File: src/rtl/if_id_buffer.sv
// IF/ID pipeline buffer: a small circular FIFO of fetched {pc, pc4, inst} entries
// that decouples the fetch stage from a decode stage that may stall.
module if_id_buffer #(
    parameter int DEPTH = 2
) (
    input  logic                     clk,
    input  logic                     rst,
    input  logic                     flush,
    input  logic                     if_valid,
    input  logic [31:0]              if_pc,
    input  logic [31:0]              if_pc4,
    input  logic [31:0]              if_inst,
    output logic                     if_ready,
    input  logic                     id_ready,
    output logic                     id_valid,
    output logic [31:0]              id_pc,
    output logic [31:0]              id_pc4,
    output logic [31:0]              id_inst,
    output logic [$clog2(DEPTH):0]   count
);

    localparam int AW = $clog2(DEPTH);
    localparam logic [AW:0] FULL = (AW+1)'(DEPTH);

    typedef struct packed {
        logic [31:0] pc;
        logic [31:0] pc4;
        logic [31:0] inst;
    } entry_t;

    entry_t        mem_q [DEPTH];
    entry_t        head;
    logic [AW-1:0] rd_ptr_q, rd_ptr_d;
    logic [AW-1:0] wr_ptr_q, wr_ptr_d;
    logic [AW:0]   count_q,  count_d;
    logic          push, pop;

    // Handshakes depend only on registered occupancy, so a full buffer ignores
    // if_valid even when a pop happens in the same cycle.
    assign if_ready = (count_q < FULL);
    assign id_valid = (count_q != '0);
    assign push     = if_valid & if_ready & ~flush;
    assign pop      = id_valid & id_ready & ~flush;

    always_comb begin
        // NOTE: every next-state signal gets a default first so no path leaves it unassigned (no latch).
        rd_ptr_d = rd_ptr_q;
        wr_ptr_d = wr_ptr_q;
        count_d  = count_q;
        if (flush) begin
            rd_ptr_d = '0;
            wr_ptr_d = '0;
            count_d  = '0;
        end else begin
            if (push) wr_ptr_d = wr_ptr_q + AW'(1);
            if (pop)  rd_ptr_d = rd_ptr_q + AW'(1);
            unique case ({push, pop})
                2'b10:   count_d = count_q + (AW+1)'(1);
                2'b01:   count_d = count_q - (AW+1)'(1);
                default: count_d = count_q;
            endcase
        end
    end

    // NOTE: sequential state is written with non-blocking assignments only.
    always_ff @(posedge clk) begin
        if (rst) begin
            rd_ptr_q <= '0;
            wr_ptr_q <= '0;
            count_q  <= '0;
        end else begin
            rd_ptr_q <= rd_ptr_d;
            wr_ptr_q <= wr_ptr_d;
            count_q  <= count_d;
        end
    end

    // NOTE: entry storage is deliberately not reset; it is only ever seen through a valid head.
    always_ff @(posedge clk) begin
        if (push) mem_q[wr_ptr_q] <= '{pc: if_pc, pc4: if_pc4, inst: if_inst};
    end

    assign head    = id_valid ? mem_q[rd_ptr_q] : '0;
    assign id_pc   = head.pc;
    assign id_pc4  = head.pc4;
    assign id_inst = head.inst;
    assign count   = count_q;

endmodule

File: config.mk
export PLATFORM = sky130hd
export DESIGN_NAME = if_id_buffer
export DESIGN_NICKNAME = d
export VERILOG_FILES = /design/src/rtl/if_id_buffer.sv
export SDC_FILE = /design/constraint.sdc
export NUM_CORES = 1
export LEC_CHECK = 0
export ABC_AREA = 0
export CAP_MARGIN = 20
export CORE_ASPECT_RATIO = 1.25
export CORE_UTILIZATION = 40
export CTS_CLUSTER_DIAMETER = 150
export CTS_CLUSTER_SIZE = 12
export DETAILED_ROUTE_END_ITERATION = 12
export GPL_TIMING_DRIVEN = 0
export PLACE_DENSITY = 0.78
export SKIP_LAST_GASP = 1
export SLEW_MARGIN = 15
export SYNTH_ARGS = -nofsm -noshare
export SYNTH_HDL_FRONTEND = slang
export SYNTH_SLANG_ARGS = --single-unit
File: constraint.sdc
create_clock -name clk -period 15.1 [get_ports clk]
set_input_delay 3.775 -clock clk [delete_from_list [all_inputs] [get_ports clk]]
set_output_delay 3.775 -clock clk [all_outputs]
set_load 0.02 [all_outputs]
==> out/results.ini, run 1 <==
[worst_setup_path]
reg2reg_depth = 5
r2r_setup_slack_ns = 13.12
crit_path_cell_trace = nor2_1, buf_2, buf_2, nor2_1, clkdlybuf4s50_1
cp_data_arrival_time_ns = 2.74
cp_max_fo = 10
r2r_end = mem_q[1][38]$_DFFE_PP_
crit_family = buffers and inverters
critPathSlowestCell = nor2_1
worstSetupEndpointType = output port
worst-path-buf-inv = 3
worstSetupStartpointType = flop
worstReg2RegStart = count[1]$_SDFFE_PP0P_
worst-path-stages = 5
crit_path_start = count[1]$_SDFFE_PP0P_
path_class = flop to output port
worstPathRequired_ns = 11.32
max_stage_delay_ns = 0.70

[clock_tree]
ctsLongestPathBuffers = 2
path_clk_slew_ns = 0.07
h-tree-depth = 4
cts_hold_buffers = 0
cts_resized = 0
cts.sinks = 197
worstSkewPairLatency_ns = 0.41
postCtsSetupRepairBufs = 0
cts_inserted_buffers = 17
tritoncts = yes
ctsRootBufferMaster = clkbuf_16

[logic_synthesis]
synthesis.nets = 534
async_flop_share_pct = 0
synth_edf_count = 192
synth_seq_cells = 197
yosysTopAreaCellShare_pct = 77.63
yosysSeqAreaShare_pct = 78.98
yosysWarningCount = 0
synth.cell_area_um2 = 7427
synthCells = 432
ys_types = 17
synth.largest_area_cell = edfxtp_1
synth_area_leaders = edfxtp_1 78%, mux2i_1 13%, nor2_1 5.1%, dfxtp_1 1.3%, buf_2 0.67%
ys.flop_type = edfxtp_1
syn_avg_cell_area_um2 = 17.19

[grt]
grt_first_pass_wirelength_mm = 23.41
grt-ovfl-total = 0
antenna_found_initial = 0
grt_pass1_vias = 4538
grt_use_total_pct = 16.50
grt_max_degree = 25

[job]
drv_cap = 0

[layout]
multi_input_area_um2 = 1455
final_net_count = 761
seqCellArea_um2 = 5866
drive_above_1_share_pct = 8.185
fill_cells = 1422
stdcell_area_um2 = 10500
final_common_cell = clkdlybuf4s50_1
diodes = 0
mostFrequentLayoutCells = 200 x clkdlybuf4s50_1, 192 x edfxtp_1, 98 x nor2_1, 96 x mux2i_1, 17 x clkbuf_16
layout-area-overhead-vs-synth_pct = 41.42

[sta]
period_share_pct = 43.15
setup_tns_ns = 0
slew_headroom_pct = 41.40
skew_ns = 0.006485
rsz0062_at_grt = false
setup_viol = 0
hold_viol = 0
fin_crit_ns = 6.516
max_clock_freq_mhz = 153.5
tightest_slew_ns = 0.8757
slew_violations = 0

[place]
routabilityCongestion = 0.7360
place_area_um2 = 9935
hpwl_mm = 10.92
numPortBuffers = 200

[min_path]
worstHoldStart = count[1]$_SDFFE_PP0P_
hold_path_depth = 2
hold_end = count[1]$_SDFFE_PP0P_
min_path_type = flop to flop

[detailed_routing]
final_antenna_net_count = 0
via_per_inst = 4.800
vias = 4320
route.detailed.drc = 0
top_layer_used = met4
wl_met2_mm = 8.051
wl_met3_um = 912
first_iter_violations = 246
wl_mm = 15.27
wl_per_cell_um = 16.97
firstDrtPassIters = 6
wl_met1_mm = 6.059

[power_and_ir_drop]
powerDensity_nw_per_um2 = 109.3
p_leak_uw = 0.003347
peakVddDrop_mv = 0.06492

[floorplanning]
io_pins = 201
start_util_pct = 40.88
num_rows = 55
die_w_um = 123.9
dieArea_um2 = 19120
core_um2 = 18170
die_y_um = 154.3

[status]
outcome = completed

-- stage by stage --
step,cells,util [%],total power (µW),hold slack [ns],setup WS [ns]
2_1_floorplan,432,-,669.0,0.5200,6.482
3_3_place_gp,860,53.47,720.6,0.5345,4.029
3_5_place_dp,868,54.68,726.3,0.5650,8.945
4_1_cts,900,57.82,1160,0.5814,8.472
5_1_grt,900,57.82,1187,0.6202,8.362
6_report,900,57.82,1148,0.5805,8.584
-- metal layers --
layer | track usage (%) | up-vias
li1 | - | 2065
met1 | 18.94 | 2098
met2 | 28.78 | 136
met3 | 5.015 | 21
met4 | 5.622 | 0
met5 | 0 | -
-- registers in the layout (all words and copies together) (netlist names), named ones only --
name,flops
mem_q,192
count,2
rd_ptr_q,1
wr_ptr_q,1
-- worst register-to-register path: stages, from the launching register on --
cell,delay [ns]
dfxtp_1,0.37
nor2b_1,0.23
nand2b_1,0.22
nor2_4,0.39
buf_12,0.26
buf_16,0.21
-- cell usage after synthesis, types with 2 or more instances --
| master | n |
|---|---|
| o21ai_0 | 2 |
| xnor2_1 | 2 |
| nor2_1 | 100 |
| buf_2 | 10 |
| clkbuf_1 | 6 |
| edfxtp_1 | 192 |
| mux2i_1 | 96 |
| xor2_1 | 2 |
| inv_1 | 3 |
| nor3_1 | 4 |
| dfxtp_1 | 5 |
| buf_4 | 5 |
-- report_power, final --
| part | leakage [µW] | internal, µW | total, µW | switching, µW |
|---|---|---|---|---|
| Sequential | 0.00180 | 618 | 622 | 3.97 |
| Clock | 0.000275 | 232 | 435 | 203 |
| Combinational | 0.00127 | 48.8 | 91.6 | 42.8 |
| Total | 0.00335 | 898 | 1150 | 249 |
-- worst max-delay path by stage --
stage / slack (ns) / end
after floorplan: 6.48 / mem_q[0][0]$_DFFE_PP_
after global placement: 4.03 / mem_q[0][45]$_DFFE_PP_
after detailed placement: 8.95 / id_pc[4]
after CTS: 8.47 / id_pc4[17]
after global routing: 8.36 / id_pc[4]
final: 8.58 / id_pc4[17]
-- kinds of logic after synthesis --
| family | synth area share [%] |
|---|---|
| adder cells (fa/ha/maj) | 0.1684 |
| buffers and inverters | 1.634 |
| flip-flops | 78.98 |
| XOR/XNOR | 0.4718 |
| multiplexers | 12.94 |
| AO/OA/AOI/OAI | 0.2359 |
| AND/OR/NAND/NOR | 5.576 |
-- final cells by class --
cell class                 count  area share [%]
tap                          228           2.716
multi-input combinational    211           13.85
sequential                   197           55.84
timing repair buffer         208           21.01
clock buffer                  17           4.050
inverter                       3          0.1072
clock inverter                15           1.370
buffer                        21           1.048
Power figures use the tool's default switching activity.
==> inputs of run 2 (changes only) <==
--- a/config.mk
+++ b/config.mk
@@ -13,7 +13,7 @@
 export CTS_CLUSTER_SIZE = 12
 export DETAILED_ROUTE_END_ITERATION = 12
 export GPL_TIMING_DRIVEN = 0
-export PLACE_DENSITY = 0.78
+export PLACE_DENSITY = 0.81
 export SKIP_LAST_GASP = 1
 export SLEW_MARGIN = 15
 export SYNTH_ARGS = -nofsm -noshare
==> constraint.sdc (replaced) <==
create_clock -name clk -period 5.55 [get_ports clk]
set_input_delay 1.3875 -clock clk [delete_from_list [all_inputs] [get_ports clk]]
set_output_delay 1.3875 -clock clk [all_outputs]
set_load 0.02 [all_outputs]
==> run 2 against run 1 <==
- via count grew 0.51%
- combinational power grew to 2.7 times the previous value
- core utilization down 0.37 points
- register-to-register slack got worse by 9.8 ns
- count of clock-buffer cells in the layout grew 1
- sequential power increased to 2.7 times the previous value
- cell area shrank 0.64%
- largest power group unchanged
- highest routed layer unchanged
==> out/results.ini, run 2 (same netlist as run 1, synthesis figures left out) <==
[status]
outcome = completed

[grt]
grt_pass1_vias = 4627  ; +2.0%
grt_max_degree = 30  ; +20%
antenna_found_initial = 0  ; unchanged
grt-ovfl-total = 0  ; unchanged
grt_use_total_pct = 16.21  ; -0.29 points
grt_first_pass_wirelength_mm = 23.04  ; -1.6%

[sta]
rsz0062_at_grt = false
slew_headroom_pct = 38.70  ; -2.7 points
skew_ns = 0.006901  ; +0.0004158 ns
slew_violations = 0  ; unchanged
fin_crit_ns = 4.181
setup_viol = 0  ; unchanged
period_share_pct = 75.33
max_clock_freq_mhz = 239.2
tightest_slew_ns = 0.9161  ; +0.04040 ns
hold_viol = 0  ; unchanged
layout_setup_ws_ns = 1.369  ; -7.215 ns

[worst_setup_path]
max_stage_delay_ns = 0.73  ; +0.03 ns
crit_end = id_pc4[19]
worstPathRequired_ns = 4.16  ; -7.16 ns
worstSetupEndpointType = output port
critPathSlowestCell = nor2_1
worst-path-stages = 5  ; unchanged
path_class = flop to output port
worstReg2RegStart = count[1]$_SDFFE_PP0P_
cp_data_arrival_time_ns = 2.79  ; +0.05 ns
worst-path-buf-inv = 3  ; unchanged
worstSetupStartpointType = flop
r2r_end = mem_q[1][46]$_DFFE_PP_
crit_path_cell_trace = nor2_1, buf_2, buf_2, nor2_1, clkdlybuf4s50_1
reg2reg_depth = 5  ; unchanged
crit_path_start = count[1]$_SDFFE_PP0P_
crit_family = buffers and inverters
cp_max_fo = 10  ; unchanged
r2r_setup_slack_ns = 3.36  ; -9.76 ns

[place]
post-place-ws_ns = 1.755  ; -7.190 ns
routabilityCongestion = 0.7338  ; -0.30%
hpwl_mm = 10.88  ; -0.35%
numPortBuffers = 200  ; unchanged
place_area_um2 = 9857  ; -0.78%

[floorplanning]
io_pins = 201  ; unchanged
die_w_um = 123.9  ; unchanged
core_um2 = 18170  ; unchanged
dieArea_um2 = 19120  ; unchanged
num_rows = 55  ; unchanged
start_util_pct = 40.88  ; unchanged
die_y_um = 154.3  ; unchanged

[min_path]
min_path_type = flop to flop

[detailed_routing]
vias = 4342  ; +0.51%
wl_mm = 15.33  ; +0.33%
firstDrtPassIters = 4  ; -2
first_iter_violations = 295  ; +20%
route.detailed.drc = 0  ; unchanged
final_antenna_net_count = 0  ; unchanged
wl_per_cell_um = 17.08  ; +0.67%
via_per_inst = 4.841  ; +0.85%

[layout]
largest_register_ffs = 192  ; unchanged
layout-area-overhead-vs-synth_pct = 40.52
stdcell_area_um2 = 10440  ; -0.64%
final_common_cell = clkdlybuf4s50_1
fin_util_pct = 57.44  ; -0.37 points
final_net_count = 759  ; -0.26%
mostFrequentLayoutCells = 200 x clkdlybuf4s50_1, 192 x edfxtp_1, 98 x nor2_1, 96 x mux2i_1, 17 x clkbuf_16
largest_register = mem_q
drive_above_1_share_pct = 7.623  ; -0.56 points
diodes = 0  ; unchanged

[clock_tree]
ctsRootBufferMaster = clkbuf_16
cts_hold_buffers = 0  ; unchanged
path_clk_slew_ns = 0.07  ; about the same
cts_inserted_buffers = 17  ; unchanged
postCtsSetupRepairBufs = 0  ; unchanged
tritoncts = yes
cts_resized = 0  ; unchanged
ctsLongestPathBuffers = 2  ; unchanged
h-tree-depth = 4  ; unchanged
worstSkewPairLatency_ns = 0.43  ; +0.02 ns
cts.sinks = 197  ; unchanged

[power_and_ir_drop]
powerDensity_nw_per_um2 = 301.7  ; +180%
total_power_uw = 3149  ; +170%
peakVddDrop_mv = 0.1942  ; +200%
p_leak_uw = 0.003318  ; -0.85%

[job]
drv_cap = 0  ; unchanged

==> run 2: how the worst min path moves through the flow <==
stage	start	endpoint	slack [ns]	cells past startpoint
floorplan	rd_ptr_q$_SDFFE_PP0P_	flop	0.52	2
global placement	rd_ptr_q$_SDFFE_PP0P_	rd_ptr_q$_SDFFE_PP0P_	0.54	2
detailed placement	rd_ptr_q$_SDFFE_PP0P_	rd_ptr_q$_SDFFE_PP0P_	0.55	2
CTS	rd_ptr_q$_SDFFE_PP0P_	rd_ptr_q$_SDFFE_PP0P_	0.57	2
global route	rd_ptr_q$_SDFFE_PP0P_	rd_ptr_q$_SDFFE_PP0P_	0.61	2
finish	rd_ptr_q$_SDFFE_PP0P_	rd_ptr_q$_SDFFE_PP0P_	0.57	2
==> run 2: metrics by stage <==
step	hold slack, ns	setup TNS [ns]	instances
finish	0.5693	0	897
global route	0.6097	0	897
CTS	0.5712	0	897
detailed placement	0.5516	0	866
global placement	0.5386	-579.64	860
floorplan	0.5200	-130.71	432
==> run 2: where the power goes <==
part	switching [µW]	internal (µW)	leakage, µW
clock	542	670	0.000280
combinational	116	128	0.00123
sequential	11.7	1680	0.00180
total	669	2480	0.00332
==> run 2: area by class of cell <==
type | count | area (µm²)
well taps | 228 | 285.3
plain buffers | 21 | 110.1
fillers | 1400 | 7731
clock buffers | 18 | 429.2
repair buffers | 206 | 2130
inverters | 3 | 11.26
clock inverters | 13 | 150.1
flip-flops and latches | 197 | 5866
multi-input cells | 211 | 1455
==> run 2: tightest hold or removal path, delay by kind of cell (launching register included) <==
kind,cells,cell delay (ns)
flip-flops,1,0.33
XOR/XNOR,1,0.08
AND/OR/NAND/NOR,1,0.11
==> run 2: per-layer routing <==
| metal | vias up | track usage, % | part of all wire [%] |
|---|---|---|---|
| li1 | 2043 | - | - |
| met2 | 161 | 29.10 | 54 |
| met1 | 2115 | 17.52 | 38 |
| met5 | - | 0 | 0 |
| met4 | 0 | 7.057 | 2.3 |
| met3 | 23 | 4.388 | 5.6 |
==> inputs of run 3 (changes only) <==
==> constraint.sdc (replaced) <==
create_clock -name clk -period 3.4 [get_ports clk]
set_input_delay 0.85 -clock clk [delete_from_list [all_inputs] [get_ports clk]]
set_output_delay 0.85 -clock clk [all_outputs]
set_load 0.02 [all_outputs]
==> run 3 against run 2 <==
- power rose by 63%
- first-iteration DRC count fell by 21%
- core utilization rose by 0.096 points
- routed wire length fell by 0.77%
- critical path depth did not move
- clock power rose by 64%
- register-to-register slack got worse by 2.3 ns
==> out/results.ini, run 3 (same netlist as run 1, synthesis figures left out) <==
[floorplanning]
die_y_um = 154.3  ; unchanged
start_util_pct = 40.88  ; unchanged
core_um2 = 18170  ; unchanged
num_rows = 55  ; unchanged
dieArea_um2 = 19120  ; unchanged
io_pins = 201  ; unchanged
die_w_um = 123.9  ; unchanged

[clock_tree]
cts_inserted_buffers = 17  ; unchanged
cts_hold_buffers = 0  ; unchanged
worstSkewPairLatency_ns = 0.42  ; about the same
path_clk_slew_ns = 0.07  ; about the same
cts.sinks = 197  ; unchanged
ctsRootBufferMaster = clkbuf_16
ctsLongestPathBuffers = 2  ; unchanged
cts_resized = 2  ; +2
h-tree-depth = 4  ; unchanged
tritoncts = yes
postCtsSetupRepairBufs = 0  ; unchanged

[worst_setup_path]
worst-path-buf-inv = 3  ; unchanged
reg2reg_depth = 5  ; unchanged
crit_path_cell_trace = nor2_4, buf_2, buf_2, nor2_1, clkdlybuf4s50_1
r2r_end = mem_q[0][46]$_DFFE_PP_
worstReg2RegStart = count[1]$_SDFFE_PP0P_
worstSetupEndpointType = output port
crit_family = buffers and inverters
worst-path-stages = 5  ; unchanged
path_class = flop to output port
cp_max_fo = 10  ; unchanged
worstPathRequired_ns = 2.55  ; -1.61 ns
cpMostUsedCell = buf_2
cp_data_arrival_time_ns = 2.32  ; -0.47 ns
critPathSlowestCell = clkdlybuf4s50_1
max_stage_delay_ns = 0.55  ; -0.18 ns
worstSetupStartpointType = flop
r2r_setup_slack_ns = 1.08  ; -2.28 ns

[sta]
period_share_pct = 93.36
setup_viol = 0  ; unchanged
slew_violations = 0  ; unchanged
hold_viol = 0  ; unchanged
skew_ns = 0.009020  ; +0.002119 ns
slew_headroom_pct = 40.29  ; +1.6 points
rsz0062_at_grt = false
layout_setup_ws_ns = 0.2256  ; -1.144 ns
tightest_slew_ns = 0.8935  ; -0.02264 ns
max_clock_freq_mhz = 315.0
fin_crit_ns = 3.174

[layout]
layoutNonFillerInstCount = 898  ; +0.11%
final_net_count = 759  ; unchanged
diodes = 0  ; unchanged
final_common_cell = clkdlybuf4s50_1
drive_above_1_share_pct = 7.910  ; +0.29 points
largest_register_ffs = 192  ; unchanged
layout-area-overhead-vs-synth_pct = 40.75
mostFrequentLayoutCells = 200 x clkdlybuf4s50_1, 192 x edfxtp_1, 97 x nor2_1, 96 x mux2i_1, 17 x clkbuf_16
largest_register = mem_q
stdcell_area_um2 = 10450  ; +0.17%
fin_util_pct = 57.54  ; +0.096 points

[grt]
antenna_found_initial = 0  ; unchanged
grt_use_total_pct = 16.49  ; +0.28 points
grt_first_pass_wirelength_mm = 23.52  ; +2.1%
grt-ovfl-total = 0  ; unchanged
grt_max_degree = 30  ; unchanged
grt_pass1_vias = 4674  ; +1.0%

[detailed_routing]
route.detailed.drc = 0  ; unchanged
final_antenna_net_count = 0  ; unchanged
wl_per_cell_um = 16.93  ; -0.88%
first_iter_violations = 233  ; -21%
via_per_inst = 4.842  ; about the same
vias = 4348  ; +0.14%
wl_mm = 15.21  ; -0.77%
firstDrtPassIters = 4  ; unchanged

[min_path]
hold_path_depth = 2  ; unchanged
worstHoldStart = rd_ptr_q$_SDFFE_PP0P_
min_path_type = flop to flop

[power_and_ir_drop]
total_power_uw = 5148  ; +63%
pwr-share-comb_pct = 7.8  ; about the same
switchingPower_uw = 1091  ; +63%
peakVddDrop_mv = 0.3265  ; +68%
clockPowerShare_pct = 38.6  ; about the same
internal-power_uw = 4057  ; +64%
switching_share_pct = 21.20  ; -0.050 points
seqPwrFrac_pct = 53.7  ; about the same
powerDensity_nw_per_um2 = 492.4  ; +63%
p_leak_uw = 0.003320  ; about the same

[place]
post-place-ws_ns = 0.1344  ; -1.621 ns
place_area_um2 = 9864  ; about the same
hpwl_mm = 10.81  ; -0.66%
dp_cells = 866  ; unchanged
routabilityCongestion = 0.7159  ; -2.4%
numPortBuffers = 200  ; unchanged

[status]
outcome = completed

[job]
drv_cap = 0  ; unchanged

## run 3: cell count changes in the layout (fill, tap and decap cells not counted), moves of 2 or more
cell / before / now
clkinv_1: 2 / 0
clkinvlp_4: 1 / 3
clkbuf_1: 7 / 9
clkinv_4: 4 / 1
## run 3: per-layer routing
| metal | vias up | GRT usage, % | routed length (µm) |
|---|---|---|---|
| met5 | - | 0 | 0 |
| met4 | 0 | 6.713 | 403 |
| met3 | 28 | 4.794 | 853 |
| met2 | 149 | 28.81 | 8033 |
| met1 | 2121 | 18.53 | 5916 |
| li1 | 2050 | - | - |
## run 3: layout make-up
type	instances	area [µm²]
fill	1399	7714
sequential	197	5866
timing repair buffer	206	2137
multi-input combinational	211	1463
clock buffer	20	436.7
tap	228	285.3
clock inverter	12	145.1
buffer	21	110.1
inverter	3	11.26
## run 3: worst max-delay path by stage
stage,startpoint,end,slack (ns)
floorplan,if_valid,mem_q[0][0]$_DFFE_PP_,-0.70
global placement,if_valid,mem_q[0][54]$_DFFE_PP_,-2.31
detailed placement,if_valid,mem_q[0][50]$_DFFE_PP_,0.13
CTS,count[1]$_SDFFE_PP0P_,id_pc4[16],0.16
global route,count[1]$_SDFFE_PP0P_,id_pc4[18],0.06
finish,count[1]$_SDFFE_PP0P_,id_pc[8],0.23
## run 3: worst register-to-register path, stage by stage (launching register included)
cell and delay (ns):
dfxtp_1 0.39, nor2b_1 0.21, nand2b_1 0.20, nor2_4 0.73, buf_12 0.30, buf_16 0.20
## run 3: per-stage QoR
stage / hold slack [ns] / TNS, ns
5_1_grt: 0.6437 / 0
6_report: 0.5856 / 0
2_1_floorplan: 0.5200 / -133.50
4_1_cts: 0.5815 / 0
3_3_place_gp: 0.5356 / -441.71
3_5_place_dp: 0.5627 / 0
## run 3: power by group through the flow
stage / registers, µW / clock network, µW / logic (µW)
4_1_cts: 2760 / 2030 / 404
3_3_place_gp: 2820 / 0 / 373
2_1_floorplan: 2820 / 0 / 149
5_1_grt: 2770 / 2130 / 429
3_5_place_dp: 2820 / 0 / 402
6_report: 2760 / 1990 / 399
